$ cat config.mk
export PLATFORM = sky130hd
export DESIGN_NAME = edge_gate_counter
export DESIGN_NICKNAME = d
export VERILOG_FILES = /design/src/rtl/edge_gate_counter.sv
export SDC_FILE = /design/constraint.sdc
export NUM_CORES = 1
export LEC_CHECK = 0
export ABC_AREA = 1
export CORE_MARGIN = 4
export CORE_UTILIZATION = 55
export DETAILED_ROUTE_END_ITERATION = 16
export PLACE_DENSITY = 0.81
export SYNTH_ARGS = -nofsm -noshare
export SYNTH_HDL_FRONTEND = slang
export SYNTH_SLANG_ARGS = --single-unit
$ cat constraint.sdc
create_clock -name pll_inst1_CLKOUT0 -period 2.18 [get_ports pll_inst1_CLKOUT0]
set_input_delay 0.545 -clock pll_inst1_CLKOUT0 [delete_from_list [all_inputs] [get_ports pll_inst1_CLKOUT0]]
set_output_delay 0.545 -clock pll_inst1_CLKOUT0 [all_outputs]
set_load 0.03 [all_outputs]
$ cat src/rtl/edge_gate_counter.sv
// Syncs and glitch-filters data_in, strobes filtered falling edges (SYNC_STAGES+FILT_LEN+1 cycles), and counts them per gate window.
// Window totals are held in count_out with count_valid until count_ready; no new window starts while a result is unconsumed.
module edge_gate_counter #(
    parameter int SYNC_STAGES = 2,
    parameter int FILT_LEN    = 3,
    parameter int GATE_CYCLES = 1000000,
    parameter int CNT_W       = 16
) (
    input  logic             pll_inst1_CLKOUT0,
    input  logic             BTN0,
    input  logic             data_in,
    input  logic             gate_en,
    input  logic             count_ready,
    output logic             edge_pulse,
    output logic             data_filt,
    output logic [CNT_W-1:0] count_out,
    output logic             count_valid,
    output logic             overflow,
    output logic             busy
);

    localparam int RUN_W = (FILT_LEN > 1) ? $clog2(FILT_LEN + 1) : 1;
    localparam int TMR_W = (GATE_CYCLES > 2) ? $clog2(GATE_CYCLES) : 1;

    localparam logic [RUN_W-1:0] RUN_LAST = RUN_W'(FILT_LEN - 1);
    localparam logic [TMR_W-1:0] TMR_LAST = TMR_W'(GATE_CYCLES - 1);
    localparam logic [CNT_W-1:0] CNT_MAX  = '1;

    typedef enum logic [1:0] {
        S_IDLE = 2'd0,
        S_GATE = 2'd1,
        S_HOLD = 2'd2
    } state_t;

    logic [SYNC_STAGES-1:0] sync_q;
    logic                   sync_out;

    logic [RUN_W-1:0]       run_q, run_d;
    logic                   filt_q, filt_d;
    logic                   filt_prev_q;
    logic                   edge_q;

    state_t                 state_q, state_d;
    logic [TMR_W-1:0]       timer_q, timer_d;
    logic [CNT_W-1:0]       cnt_q, cnt_d;
    logic                   win_ovf_q, win_ovf_d;
    logic [CNT_W-1:0]       count_out_q, count_out_d;
    logic                   ovf_q, ovf_d;
    logic                   valid_q, valid_d;

    logic [CNT_W-1:0]       cnt_inc;
    logic                   ovf_inc;

    assign sync_out = sync_q[SYNC_STAGES-1];

    // Synchroniser chain; idles high so reset never looks like a falling edge.
    always_ff @(posedge pll_inst1_CLKOUT0 or negedge BTN0) begin
        if (!BTN0) begin
            sync_q <= '1;
        end else begin
            sync_q <= {sync_q[SYNC_STAGES-2:0], data_in};
        end
    end

    always_comb begin
        filt_d = filt_q;
        run_d  = '0;
        if (sync_out != filt_q) begin
            if (run_q == RUN_LAST) begin
                filt_d = sync_out;
            end else begin
                run_d = run_q + 1'b1;
            end
        end
    end

    always_ff @(posedge pll_inst1_CLKOUT0 or negedge BTN0) begin
        if (!BTN0) begin
            run_q       <= '0;
            filt_q      <= 1'b1;
            filt_prev_q <= 1'b1;
            edge_q      <= 1'b0;
        end else begin
            run_q       <= run_d;
            filt_q      <= filt_d;
            filt_prev_q <= filt_q;
            edge_q      <= filt_prev_q & ~filt_q;
        end
    end

    // Saturating increment, shared by the in-window update and the final latch.
    always_comb begin
        cnt_inc = cnt_q;
        ovf_inc = win_ovf_q;
        if (edge_q) begin
            if (cnt_q == CNT_MAX) begin
                ovf_inc = 1'b1;
            end else begin
                cnt_inc = cnt_q + 1'b1;
            end
        end
    end

    always_comb begin
        state_d     = state_q;
        timer_d     = timer_q;
        cnt_d       = cnt_q;
        win_ovf_d   = win_ovf_q;
        count_out_d = count_out_q;
        ovf_d       = ovf_q;
        valid_d     = valid_q;
        case (state_q)
            S_IDLE: begin
                if (gate_en) begin
                    state_d   = S_GATE;
                    timer_d   = '0;
                    cnt_d     = '0;
                    win_ovf_d = 1'b0;
                end
            end
            S_GATE: begin
                if (!gate_en) begin
                    state_d = S_IDLE;
                end else if (timer_q == TMR_LAST) begin
                    count_out_d = cnt_inc;
                    ovf_d       = ovf_inc;
                    valid_d     = 1'b1;
                    state_d     = S_HOLD;
                end else begin
                    timer_d   = timer_q + 1'b1;
                    cnt_d     = cnt_inc;
                    win_ovf_d = ovf_inc;
                end
            end
            S_HOLD: begin
                if (valid_q && count_ready) begin
                    valid_d = 1'b0;
                    if (gate_en) begin
                        state_d   = S_GATE;
                        timer_d   = '0;
                        cnt_d     = '0;
                        win_ovf_d = 1'b0;
                    end else begin
                        state_d = S_IDLE;
                    end
                end
            end
            default: begin
                state_d = S_IDLE;
            end
        endcase
    end

    always_ff @(posedge pll_inst1_CLKOUT0 or negedge BTN0) begin
        if (!BTN0) begin
            state_q     <= S_IDLE;
            timer_q     <= '0;
            cnt_q       <= '0;
            win_ovf_q   <= 1'b0;
            count_out_q <= '0;
            ovf_q       <= 1'b0;
            valid_q     <= 1'b0;
        end else begin
            state_q     <= state_d;
            timer_q     <= timer_d;
            cnt_q       <= cnt_d;
            win_ovf_q   <= win_ovf_d;
            count_out_q <= count_out_d;
            ovf_q       <= ovf_d;
            valid_q     <= valid_d;
        end
    end

    assign edge_pulse  = edge_q;
    assign data_filt   = filt_q;
    assign count_out   = count_out_q;
    assign count_valid = valid_q;
    assign overflow    = ovf_q;
    assign busy        = (state_q == S_GATE);

endmodule
Word-level counts from Yosys, hierarchy flattened
Cells that the tools add are included.

$add $sub $neg: 3. Eq/ne operators: 12. Muxes and demuxes: 31. Bitwise logic cells: 2. Reduce and logical (&&, ||, !) cells: 9.

Operators with widths (number): 16-bit two-way mux (6); 20-bit two-way mux (4); 20-bit case mux with 3 select lines (1); 16-bit case mux with 3 select lines (1); 20-bit by 1-bit adder with 20-bit output (second input constant) (1); 20-bit equality test (second input constant) (1); 16-bit by 1-bit adder with 16-bit output (second input constant) (1); 16-bit equality test (second input constant) (1); 2-bit two-way mux (6); 1-bit two-way mux (10); 2-bit inequality test (second input constant) (4); 4-bit AND reduction (2); 2-bit case mux with 3 select lines (1); 3-bit AND reduction (2); 2-bit equality test (second input constant) (2); 3-bit by 2-bit inequality test with 1-bit output (second input constant) (1); 1-bit case mux with 3 select lines (1); 3-bit nonzero test (1); 2-bit by 1-bit adder with 2-bit output (second input constant) (1); 2-bit by 1-bit equality test with 1-bit output (second input constant) (1); 2-bit zero test (1); 2-bit by 1-bit inequality test with 1-bit output (second input constant) (1); 1-bit case mux with 2 select lines (1); 2-bit AND reduction (1); other kinds (5) (5).

Register bits: 64. Bits of input ports: 5. Output and inout port bits: 21. Logic and storage cells: 69.

Longest topological paths before layout
Depth after elaboration: 6. Gate-level depth with buffers: 11. Mapped depth without buffers: 11.

Least setup slack after synthesis
Ideal clock, no wire load.

Path kind: register -> register. Start: register timer_q[0]. End: register count_out_q[10] (netlist: count_out[10]). Setup time: 0.118 ns. Data arrival time: 1.518 ns. Data required time: 2.062 ns. Path slack: 0.544 ns. Stages on the path, launching flop included: 10. Buffers on the path: 1. Clock period less this slack: 1.636 ns. Path through: dfrtp_1 > ha_1 > nand3_2 > nor2_4 > nand3_4 > nor2_8 > inv_6 > buf_8 > nand2_1 > nand2_1.

Word-level cells in the longest chain between the ends: 2.

Ends and longest elaborated chain: start, declared (line 44) `logic [TMR_W-1:0] timer_q, timer_d;`; start signal, assigned (line 165) `timer_q <= timer_d;`; 20-bit equality test (line 124) `end else if (timer_q == TMR_LAST) begin`; 3-bit AND reduction (no source line); end signal, assigned (line 168) `count_out_q <= count_out_d;`; end, declared (line 47) `logic [CNT_W-1:0] count_out_q, count_out_d;`.

Every way passes these cells. A chain may end at the register's enable or synchronous reset.

Worst setup path in the final report
Start: register filt_q (netlist: data_filt). End: output data_filt.

RTL lines: start, declared (line 39) `logic filt_q, filt_d;`; start signal, assigned (line 85) `filt_q <= filt_d;`; end, declared (line 15) `output logic data_filt,`.

No word-level cell between the ends.

==> results.cfg <==
[power_and_ir_drop]
power_mw = 3.018
peakVddDrop_v = 0.0004149
powerDensity_nw_per_um2 = 719.1
power.leakage_nw = 2.065

[worst_setup_path]
crit_path_start_kind = flip-flop
worstSetupStartpoint = data_filt$_DFFE_PN1P_
r2r_start = timer_q[0]$_DFFE_PN0P_
path_buf_inv = 1
cpMaxStageDelayCell = clkdlybuf4s50_1
crit_path_cell_trace = clkdlybuf4s50_1
crit_path_end_kind = primary output
worstPathArrival_ps = 1580
worstSetupPathType = reg2out
max_stage_delay_ps = 680
crit_fanout = 5
cp.required_ps = 1630
path_delay_family = buffers and inverters

[timing]
max-slew-margin-rel = 0.6883
skew_ps = 9.496
hold_viol_final = 0
max_freq_ghz = 0.4695
setup_violations = 0
worst_pin_slew_ps = 463.9
period_minus_slack_ps = 2130
fin_crit_sh = 0.9770
maxSlewViolCount = 0
rsz0062_at_grt = no

[global_route]
grt_pass1_vias = 3056
grt_pass1_wl_um = 13620
grt_max_degree = 51
grt_antenna_before_repair = 0
grt_remaining_overflow = 0
grt_usage = 0.2185

[synthesis]
syn_nets = 524
ys_warn_count = 0
syn-mean-instance-area_um2 = 7.098
synthAdderAreaFrac = 0.006819
yosys.area_share.simple = 0.4173
syn_area_um2 = 3670
ys_seq_area_frac = 0.4378
ys_types = 33
synth_mux_area_frac = 0.002728
synth_cells = 517
synth-seq-cells = 64
synth-compound-area-share = 0.03921
synth_top_family_by_area = simple AND/OR/NAND/NOR gates
synth-xor-area-share = 0.03580

[clock_tree]
cts_hold_buf = 0
cts.path.max_buffers = 2
clk_latency_ps = 340
cts_tree = built
post_cts_resized = 0
post_cts_buffers = 0
clkSinkCount = 64
cts_made_buffers = 9
cts_max_level = 3
cts.clk_slew.worst_paths_ps = 70
cts_root_buf = clkbuf_8

[detailed_routing]
drt_wl_total_um = 7806
dr.pass1.iters = 4
wl_per_cell_um = 12.47
drt_iter0_drc = 164
vias = 3248
viasPerCell = 5.188
drc = 0
ant_nets = 0

[finish]
layout_common_cells = 238 x nand2_1, 60 x dfrtp_1, 48 x nor2_1
n_antenna_cell = 0
drive_gt1_frac = 0.07832
syn_to_final_growth_pct = 14.35
nNetsFinal = 552
final_core_util = 0.6534
final_common_cell = nand2_1

[die]
coreArea_um2 = 6422
num_rows = 29
dieArea_um2 = 8043
ios = 26
die_y_um = 89.69
die_x_um = 89.69
start_util = 0.5714

[placed_design]
io_buffers = 25
gp_congestion = 0.8793
dp_hpwl_um = 5510

[outcome]
outcome = completed

[worst_hold_path]
hp-class = in2async

[flow_run]
cap_violations = 0
-- per-stage QoR --
step / cell area (um2) / hold slack (ps) / setup WS, ps / TNS [ps] / cells
2_1_floorplan: 3670 / 249.4 / 544.4 / 0 / 517
3_3_place_gp: 3990 / 346.1 / 72.92 / 0 / 611
3_5_place_dp: 3990 / 347.8 / -6.484 / -6.484 / 611
4_1_cts: 4197 / 115.8 / 29.46 / 0 / 626
5_1_grt: 4197 / 130.0 / 11.64 / 0 / 626
6_report: 4197 / 119.4 / 50.14 / 0 / 626
-- area by class of cell --
type / count / area [um2]
Clock buffer: 13 / 168.9
Clock inverter: 2 / 37.54
Fill cell: 531 / 2226
Inverter: 36 / 140.1
Multi-Input combinational cell: 404 / 1842
Sequential cell: 64 / 1607
Tap cell: 77 / 96.34
Timing Repair Buffer: 30 / 305.3
-- registers in the layout, indices dropped and copies added, names as in the netlist --
signal,cells
edge_pulse,1
count_out,16
sync_q,2
state_q,2
run_q,2
timer_q,20
win_ovf_q,1
overflow,1
cnt_q,16
filt_prev_q,1
data_filt,1
count_valid,1
-- routing by layer --
layer  vias up  part of all wire  GRT usage
met3        14             0.040    0.03741
li1       1675                 -          -
met4         0             0.016    0.08254
met1      1494              0.46     0.2814
met2        65              0.48     0.3677
met5         -                 0          0
-- cells by family (layout without fill, tap and decap cells) --
logic type / count (synthesis) / count (layout)
simple gates: 361 / 361
compound gates: 25 / 25
mux: 1 / 1
flops: 64 / 64
fa+ha+maj: 2 / 2
xor+xnor: 15 / 15
buf+inv: 49 / 81
-- synth_stat cells --
library cell / n / area [um2]
nand2_1: 238 / 893.4
dfrtp_1: 60 / 1501
nor2_1: 48 / 180.2
nand3_1: 45 / 225.2
inv_1: 33 / 123.9
o21ai_0: 20 / 100.1
xor2_1: 13 / 113.9
buf_2: 8 / 40.04
nand4_1: 7 / 43.79
nor2_2: 5 / 31.28
dfstp_2: 4 / 105.1
nand2_2: 4 / 25.02
nand3b_1: 4 / 30.03
nor2_4: 3 / 33.78
nor3_1: 3 / 15.01
clkbuf_1: 2 / 7.510
ha_1: 2 / 25.02
o21bai_1: 2 / 15.01
xnor2_1: 2 / 17.52
a21boi_0: 1 / 7.510
a21oi_1: 1 / 5.000
a21oi_4: 1 / 16.27
and2_1: 1 / 6.260
buf_4: 1 / 7.510
buf_6: 1 / 11.26
buf_8: 1 / 15.01
clkinv_1: 1 / 3.750
inv_2: 1 / 3.750
inv_6: 1 / 8.760
mux2i_1: 1 / 10.01
nand3_2: 1 / 10.01
nand3_4: 1 / 17.52
nor2_8: 1 / 20.02
-- where the power goes --
part           leakage, nW  switching [mW]  total, mW  internal [mW]
sequential           0.869           0.112       1.42           1.30
combinational         1.09           0.354      0.542          0.188
clock                0.102           0.444       1.06          0.616
-- path summary, 6_finish.rpt --
| check | end | slack, ps | depth (start not counted) |
|---|---|---|---|
| hold reg to reg | sync_q[1]$_DFF_PN1_ | 360 | 0 |
| setup reg to reg | count_out[13]$_DFFE_PN0P_ | 230 | 8 |
| setup / recovery | data_filt | 50 | 1 |
| min in group pll_inst1_CLKOUT0 | sync_q[1]$_DFF_PN1_ | 360 | 0 |
| hold / removal | win_ovf_q$_DFFE_PN0P_ | 120 | 1 |
| max in group asynchronous | sync_q[0]$_DFF_PN1_ | 1420 | 2 |
Power figures use the tool's default switching activity.
